File: src/rtl/sixteen_register_file.sv
// 8 x 16-bit register file: two combinational read ports, one synchronous write port, R0 reads zero.
// Optional RF_WRITE_BYPASS_EN: write-first forwarding of in_write_data onto matching read ports.
module sixteen_register_file #(
  parameter int DATA_WIDTH = 16,
  parameter int ADDR_WIDTH = 3,
  parameter int REG_COUNT  = 8
) (
  input  logic                  in_clk,
  input  logic                  in_reset,
  input  logic                  in_write_enable,
  input  logic [ADDR_WIDTH-1:0] in_write_address,
  input  logic [DATA_WIDTH-1:0] in_write_data,
  input  logic [ADDR_WIDTH-1:0] in_read_address_one,
  input  logic [ADDR_WIDTH-1:0] in_read_address_two,
  output logic [DATA_WIDTH-1:0] ou_read_one,
  output logic [DATA_WIDTH-1:0] ou_read_two
);

  logic [DATA_WIDTH-1:0] w_regs [REG_COUNT];
  logic [DATA_WIDTH-1:0] w_stored_one;
  logic [DATA_WIDTH-1:0] w_stored_two;

  // R0 is a constant, not storage, so it can never hold a written value.
  assign w_regs[0] = '0;

  genvar gi;
  generate
    for (gi = 1; gi < REG_COUNT; gi++) begin : g_reg
      logic [DATA_WIDTH-1:0] r_data;

      always_ff @(posedge in_clk) begin
        if (in_reset) begin
          r_data <= '0;
        end else if (in_write_enable && (in_write_address == ADDR_WIDTH'(gi))) begin
          r_data <= in_write_data;
        end
      end

      assign w_regs[gi] = r_data;
    end
  endgenerate

  assign w_stored_one = w_regs[in_read_address_one];
  assign w_stored_two = w_regs[in_read_address_two];

`ifdef RF_WRITE_BYPASS_EN
  logic w_write_live;
  logic w_bypass_one;
  logic w_bypass_two;

  // Forwarding only when the write would actually land at this edge.
  assign w_write_live = in_write_enable && !in_reset && (in_write_address != '0);
  assign w_bypass_one = w_write_live && (in_read_address_one == in_write_address);
  assign w_bypass_two = w_write_live && (in_read_address_two == in_write_address);

  assign ou_read_one = w_bypass_one ? in_write_data : w_stored_one;
  assign ou_read_two = w_bypass_two ? in_write_data : w_stored_two;
`else
  assign ou_read_one = w_stored_one;
  assign ou_read_two = w_stored_two;
`endif

endmodule

File: config.mk
export PLATFORM = sky130hd
export DESIGN_NAME = sixteen_register_file
export DESIGN_NICKNAME = d
export VERILOG_FILES = /design/src/rtl/sixteen_register_file.sv
export SDC_FILE = /design/constraint.sdc
export NUM_CORES = 1
export LEC_CHECK = 0
export ABC_AREA = 1
export BUFFER_PORTS_ARGS = -buffer_cell sky130_fd_sc_hd__buf_2
export CORE_ASPECT_RATIO = 1.25
export CORE_MARGIN = 2
export CORE_UTILIZATION = 55
export CTS_BUF_LIST = sky130_fd_sc_hd__clkbuf_4 sky130_fd_sc_hd__clkbuf_8
export CTS_CLUSTER_DIAMETER = 40
export DETAILED_ROUTE_END_ITERATION = 10
export HOLD_SLACK_MARGIN = 0.05
export PLACE_DENSITY = 0.75
export SLEW_MARGIN = 40
export SYNTH_ARGS = -nofsm -noshare
export SYNTH_HDL_FRONTEND = slang
export SYNTH_SLANG_ARGS = --single-unit
File: constraint.sdc
create_clock -name in_clk -period 1.35 [get_ports in_clk]
set_clock_uncertainty 0.1 [all_clocks]
set_input_delay 0.0675 -clock in_clk [delete_from_list [all_inputs] [get_ports in_clk]]
set_output_delay 0.0675 -clock in_clk [all_outputs]
set_load 0.02 [all_outputs]
# Yosys cells after proc, flatten, opt, wreduce, memory -nomap -nowiden

Cells that the tools add are included.

Mux-type cells: 6
Bitwise operators: 2
Magnitude comparators: 2
Reduce and logical (&&, ||, !) cells: 7
Equality and inequality tests: 7

Operators with widths:

| kind                                                                  | count |
|---|---|
| 16-bit binary-select mux with 3-bit select                            | 2 |
| 16-bit 2-to-1 mux                                                     | 4 |
| 3-bit equality test, second input constant                            | 4 |
| 4-bit >= comparator, second input constant                            | 2 |
| 3-bit inverter with 4-bit output                                      | 2 |
| 1-bit logical AND                                                     | 7 |
| 3-bit by 2-bit equality test with 1-bit output, second input constant | 2 |
| 3-bit by 1-bit equality test with 1-bit output, second input constant | 1 |

Bits in registers: 112
Input bits: 28
Word-level logic and storage cells: 31
Output and inout bits: 32

# Depth between registers and ports, before layout

Gate-level depths: netlist of the first run.

Word-level depth: 4
Depth in mapped cells: 8
Mapped depth without buffers: 6

# Worst setup path after synthesis of the first run

No wires, ideal clock.

Path type: input-to-output
Start point: in in_read_address_one[1]
End point: out ou_read_one[10]
Cell stages on the path: 7
Path slack: 0.297 ns
Required time: 1.183 ns
Arrival: 0.886 ns
Path buffers: 2
Cell sequence: buf_2 > inv_1 > buf_2 > nand3_1 > nand2_1 > nand2_1 > nand2_1

Cells in the longest elaborated chain, start to end: 4

RTL lines:

| item                                                   | RTL line | RTL |
|---|---|---|
| start: declaration                                     | 13       | `input logic [ADDR_WIDTH-1:0] in_read_address_one,` |
| 3-bit inverter with 4-bit output (not written as such) | 43       | `assign w_stored_one = w_regs[in_read_address_one];` |
| 16-bit binary-select mux with 3-bit select             | 43       |  |
| 16-bit 2-to-1 mux (not written as such) (2 in a row)   | 43       |  |
| end: declaration                                       | 15       | `output logic [DATA_WIDTH-1:0] ou_read_one,` |

Every way passes these cells. The select of a mux whose other input is x is not followed.

# Final worst setup path of the first run

Start point: reg g_reg[3].r_data[3]
End point: out ou_read_one[3]

Cells in the longest elaborated chain, start to end: 3

RTL lines:

| item                                                 | RTL line | RTL |
|---|---|---|
| start: declaration                                   | 29       | `logic [DATA_WIDTH-1:0] r_data;` |
| start signal: assignment                             | 35       | `r_data <= in_write_data;` |
| 16-bit binary-select mux with 3-bit select           | 43       |  |
| 16-bit 2-to-1 mux (not written as such) (2 in a row) | 43       |  |

Every way passes these cells. The select of a mux whose other input is x is not followed.

==> results of run 1 <==
-- final timing paths --
path,startpoint,to,slack (ps)
min,in_reset,g_reg[2].r_data[8]$_SDFFE_PP0P_,80
max reg2reg,g_reg[7].r_data[9]$_SDFFE_PP0P_,g_reg[7].r_data[9]$_SDFFE_PP0P_,90
max,g_reg[3].r_data[3]$_SDFFE_PP0P_,ou_read_one[3],-110
min reg2reg,g_reg[4].r_data[5]$_SDFFE_PP0P_,g_reg[4].r_data[5]$_SDFFE_PP0P_,380
-- metal layers --
layer	vias to the layer above	GRT usage	wire length, um
met2	341	0.560	10300
met3	79	0.0408	1320
met5	-	0	0
met1	3354	0.398	8300
li1	3657	-	-
met4	0	0.175	1070
-- synth_stat cells --
cell type	n
nand3_1	112
clkinv_2	3
nor2_4	2
o21ai_0	73
nor2_1	224
nor2_2	6
o21ai_1	7
nand2_1	435
dfxtp_1	112
buf_6	5
inv_1	122
buf_1	6
inv_2	5
clkbuf_2	4
buf_2	29
buf_4	7
clkbuf_1	18
nand2_2	6
-- cell families after synthesis --
family,after synthesis,synth area share
and+or+nand+nor,785,0.472
AOI/OAI and AO/OA,80,0.0604
DFF,112,0.338
buffers and inverters,199,0.129
-- through the flow --
stage / setup WS (ps) / utilization / TNS (ps) / power, mW
after floorplan: 297 / - / 0 / 4.51
after global placement: 118 / 0.614 / 0 / 4.97
after detailed placement: 114 / 0.614 / 0 / 4.99
after CTS: -99.7 / 0.676 / -2340 / 7.17
after global routing: -183 / 0.700 / -4620 / 7.59
final: -115 / 0.700 / -2400 / 7.25
-- worst max-delay path, stage by stage (launching register included) --
cell	delay [ps]
dfxtp_2	350
inv_2	30
nand2_1	50
nand3_1	90
nand2_1	90
nand2_2	50
nand2_2	120
buf_6	130
-- cell type report --
cell class,count,area (um^2)
Clock buffer,11,151
Clock inverter,4,35.0
Tap cell,161,201
Inverter,130,492
Multi-Input combinational cell,865,3800
Timing Repair Buffer,116,1120
Fill cell,1117,3510
Sequential cell,112,2360
-- power groups by stage --
stage	combinational [mW]	clock (mW)	sequential, mW
floorplan	0.967	0	3.54
global placement	1.42	0	3.55
detailed placement	1.44	0	3.56
CTS	1.62	2.05	3.51
global route	1.89	2.17	3.53
finish	1.72	2.02	3.51
-- repair_timing --
item	CTS	global route
endpoints found under the setup margin	32	32
hold endpoints to repair	112	0
hold buffers	18	0
pin swaps	76	78
buffers inserted	3	3
resized for setup	223	101
gates cloned	0	0
==> impl_metrics.tcl, run 1 <==
set metrics [dict create \
    status "complete, but fails checks" \
    violations "setup timing" \
    drt-initial-drc-count 532 \
    ff2ff_path_depth 3 \
    first_pass_iters 6 \
    critical_path_arrival_ps 1300 \
    nNetsFinal 1262 \
    final_common_cell "nand2_1" \
    finalCritPeriodShare 1.08 \
    regMostFlops "g.r_data" \
    vias 7431 \
    cts_buffers 9 \
    synth_area_per_cell_um2 5.64 \
    syn_inst 1176 \
    routed_wl_um 21000 \
    yosys_warnings 0 \
    cts_tree "done" \
    sw_frac_of_total 0.326 \
    antenna_found_initial 0 \
    ioPinCount 60 \
    die_x_um 102 \
    syn_to_final_growth_pct 23.1 \
    grt_setup_unrepaired "yes" \
    detail-route-antenna-nets 0 \
    hold_class "input port to register" \
    drive_gt1_frac 0.320 \
    root_buffer "clkbuf_8" \
    htree_levels 3 \
    dieArea_mm2 0.0130 \
    path_max_fanout 2 \
    clock.fmax_mhz 683 \
    largest_reg_flops 112 \
    hold_depth 5 \
    worst_pin_slew_ps 580 \
    startpoint_type "register" \
    grt_max_degree 49 \
    p_switching_mw 2.37 \
    pwr-share-comb 0.238 \
    path_class "register to primary output" \
    start_util 0.568 \
    relSlewSlack 0.613 \
    track_usage 0.329 \
    fp.dieH_um 127 \
    largestRegisters "g.r_data x112" \
    internal-power_mw 4.89 \
    synth_area_mm2 0.00663 \
    num_rows 44 \
    drc 0 \
    yosys.cell_types.count 18 \
    slew_viol_final 0 \
    grt_pass1_vias 6916 \
    core_area_mm2 0.0117 \
    synth-seq-cells 112 \
    netlist_top_cells_area "dfxtp_1, nand2_1, nor2_1, nand3_1, inv_1" \
    clkSlewWorstSetupHoldPaths_ps 110 \
    pwr-share-clk 0.278 \
    numClockSinks 112 \
    placed_area_mm2 0.00716 \
    viasPerCell 5.31 \
    powerDensity_mw_per_mm2 888 \
    synth_top_cell_by_area "dfxtp_1" \
    mostFrequentLayoutCells "nand2_1, nor2_1, dfxtp_2" \
    layout_min_cycle_time_ps 1460 \
    diodes 0 \
    syn-num-nets 1204 \
    peakVddDrop_mv 0.479 \
    setup_viol 32 \
    cts_buffer_depth 2 \
    hold_viol 0 \
    ys_seq_area_frac 0.338 \
    worst_hold_slack_ps 76.4 \
    place_inst 1360 \
    io_buffers 59 \
    sequentialPowerShare 0.484 \
    grt_pass1_wl_um 33300 \
    gp_congestion 0.906 \
    cp.required_ps 1180 \
    dp_hpwl_um 13900 \
    max-cap-violations 0 \
    grt-ovfl-total 0 \
    netlist.area_leader.share 0.338 \
    setup_slack_ps -115 \
    wire_per_inst_um 15.0 \
    clk_latency_ps 390 \
    fin_area_mm2 0.00816 \
    leakage_nw 4.08 \
    endpoint_kind "primary output" \
    finalNonFillerCells 1399 \
]
(Power assumes the default switching activity.)
==> inputs of run 2 (changes only) <==
--- a/config.mk
+++ b/config.mk
@@ -7,8 +7,8 @@
 export LEC_CHECK = 0
 export ABC_AREA = 1
 export BUFFER_PORTS_ARGS = -buffer_cell sky130_fd_sc_hd__buf_2
-export CORE_ASPECT_RATIO = 1.25
-export CORE_MARGIN = 2
+export CORE_ASPECT_RATIO = 1.5
+export CORE_MARGIN = 5
 export CORE_UTILIZATION = 55
 export CTS_BUF_LIST = sky130_fd_sc_hd__clkbuf_4 sky130_fd_sc_hd__clkbuf_8
 export CTS_CLUSTER_DIAMETER = 40
==> run 2 against run 1 <==
- the flow still finishes with violations (setup timing)
- first-iteration DRC count is 9.0% higher
- maximum frequency is 1.5% higher
- design area is 0.25% lower
- critical path depth stayed put
- worst hold slack better by 13 ps
- via count is 0.16% higher
- die area is 11% higher
- count of clock-buffer cells in the layout stayed put
- register-to-register slack better by 310 ps
- sequential power hardly changed
- wire length is 3.1% higher
- non-clock buffer count is 5 higher
- critical path type unchanged
- critical endpoint is now ou_read_two[4]
- highest routed layer unchanged
==> impl_metrics.tcl, run 2 (same netlist as run 1, synthesis figures left out) <==
set metrics [dict create \
    setup_viol 32 \
    leakage_nw 4.11 \
    pre_cts_slack_ps 96.4 \
    routed_wl_um 21600 \
    grt-ovfl-total 0 \
    ioPinCount 60 \
    clk_latency_ps 380 \
    maxUsedRoutingLayer "met4" \
    setup_slack_ps -93.2 \
    grt_setup_unrepaired "yes" \
    viasPerCell 5.33 \
    regToRegEndpoint "g_reg[3].r_data[4]$_SDFFE_PP0P_" \
    dr_wl_met2_um 10500 \
    max-cap-violations 0 \
    drt-initial-drc-count 580 \
    cts_buffer_depth 2 \
    dp_hpwl_um 13300 \
    nNetsFinal 1267 \
    regMostFlops "g.r_data" \
    antenna_found_initial 0 \
    hold_viol 0 \
    vias 7443 \
    track_usage 0.302 \
    min_to "g_reg[4].r_data[0]$_SDFFE_PP0P_" \
    grt_max_degree 65 \
    clkSlewWorstSetupHoldPaths_ps 100 \
    mostFrequentLayoutCells "nand2_1, nor2_1, nand3_1" \
    r2r_setup_slack_ps 400 \
    hold_path_startpoint "in_write_address[1]" \
    endpoint_kind "primary output" \
    critical_path_arrival_ps 1280 \
    root_buffer "clkbuf_8" \
    num_rows 49 \
    largestRegisters "g.r_data x112" \
    status "complete, but fails checks" \
    nFillCells 1128 \
    ff2ff_path_depth 4 \
    startpoint_type "register" \
    violations "setup timing" \
    worst_pin_slew_ps 440 \
    cts_tree "done" \
    io_buffers 59 \
    fp.dieH_um 144 \
    grt_pass1_vias 6741 \
    cp.required_ps 1180 \
    core_area_mm2 0.0119 \
    path_max_fanout 2 \
    gp_congestion 0.907 \
    cts_buffers 9 \
    clock.fmax_mhz 693 \
    htree_levels 3 \
    grt_pass1_wl_um 34100 \
    wl_met1_um 8580 \
    drc 0 \
    wire_per_inst_um 15.5 \
    layout_min_cycle_time_ps 1440 \
    path_class "register to primary output" \
    largest_reg_flops 112 \
    detail-route-antenna-nets 0 \
    r2r-start "g_reg[3].r_data[4]$_SDFFE_PP0P_" \
    drive_gt1_frac 0.313 \
    peakVddDrop_mv 0.662 \
    dr_wl_met3_um 1470 \
    numClockSinks 112 \
    die_x_um 99.6 \
    final_common_cell "nand2_1" \
    dieArea_mm2 0.0144 \
    finalPower_mw 7.38 \
    diodes 0 \
    first_pass_iters 6 \
    hold_depth 5 \
    finalCritPeriodShare 1.07 \
    start_util 0.557 \
    hold_class "input port to register" \
    powerDensity_mw_per_mm2 906 \
    relSlewSlack 0.706 \
    slew_viol_final 0 \
    syn_to_final_growth_pct 22.8 \
]
## run 2: changes by cell type in the layout (fill, tap and decap cells not counted), moves of 3 or more
cell     change
nand3_2     -10
inv_1        -9
inv_2        +9
nand2_2     -14
inv_6        -3
nand2_1     +14
buf_4        +4
nand3_1     +10
## run 2: critical path, cell delays in order (launching register included)
cell     delay (ps)
dfxtp_2         350
inv_2            40
nand2_1          60
nand3_1          70
nand2_1          80
nand2_1          60
nand2_2         100
buf_6           120
## run 2: area by class of cell
type	instances	area, um^2	area share
Clock buffer	11	145	0.0178
Clock inverter	5	63.8	0.00784
Inverter	130	492	0.0604
Multi-Input combinational cell	865	3720	0.457
Sequential cell	112	2360	0.290
Tap cell	153	191	0.0235
Timing Repair Buffer	121	1170	0.143
## run 2: power breakdown
group	total, mW	switching (mW)	leakage [nW]	internal, mW
logic	1.71	1.05	3.05	0.659
registers	3.52	0.0801	0.955	3.44
clock network	2.15	1.21	0.104	0.945
total	7.38	2.34	4.11	5.04
## run 2: how the worst max path moves through the flow
stage,start,end,slack [ps],depth (start not counted)
finish,g_reg[7].r_data[4]$_SDFFE_PP0P_,ou_read_two[4],-90,7
global route,g_reg[7].r_data[4]$_SDFFE_PP0P_,ou_read_two[4],-180,7
CTS,g_reg[5].r_data[4]$_SDFFE_PP0P_,ou_read_two[4],-90,7
detailed placement,in_write_enable,g_reg[6].r_data[1]$_SDFFE_PP0P_,100,7
global placement,in_read_address_one[0],ou_read_one[4],120,9
floorplan,in_read_address_one[1],ou_read_one[10],300,7
## run 2: through the flow
step	hold slack, ps	area (um^2)	utilization	setup TNS (ps)	std cells
final	89.7	8140	0.685	-1570	1397
after global routing	116	8140	0.685	-3790	1397
after CTS	65.9	7940	0.668	-1640	1392
after detailed placement	290	7190	0.604	0	1355
after global placement	278	7190	0.604	0	1355
after floorplan	95.7	6630	-	0	1176
## run 2: repair_timing
item / CTS / global route
gates resized for setup: 239 / 72
hold buffers: 18 / 0
endpoints found under the setup margin: 32 / 32
setup buffers: 3 / 5
pin swaps: 60 / 53
endpoints found under the hold margin: 112 / 0
## run 2: layer usage
metal  up-vias  global-route usage
met5         -                   0
met4         0               0.177
met3        84              0.0338
met2       358               0.518
met1      3333               0.364
li1       3668                   -
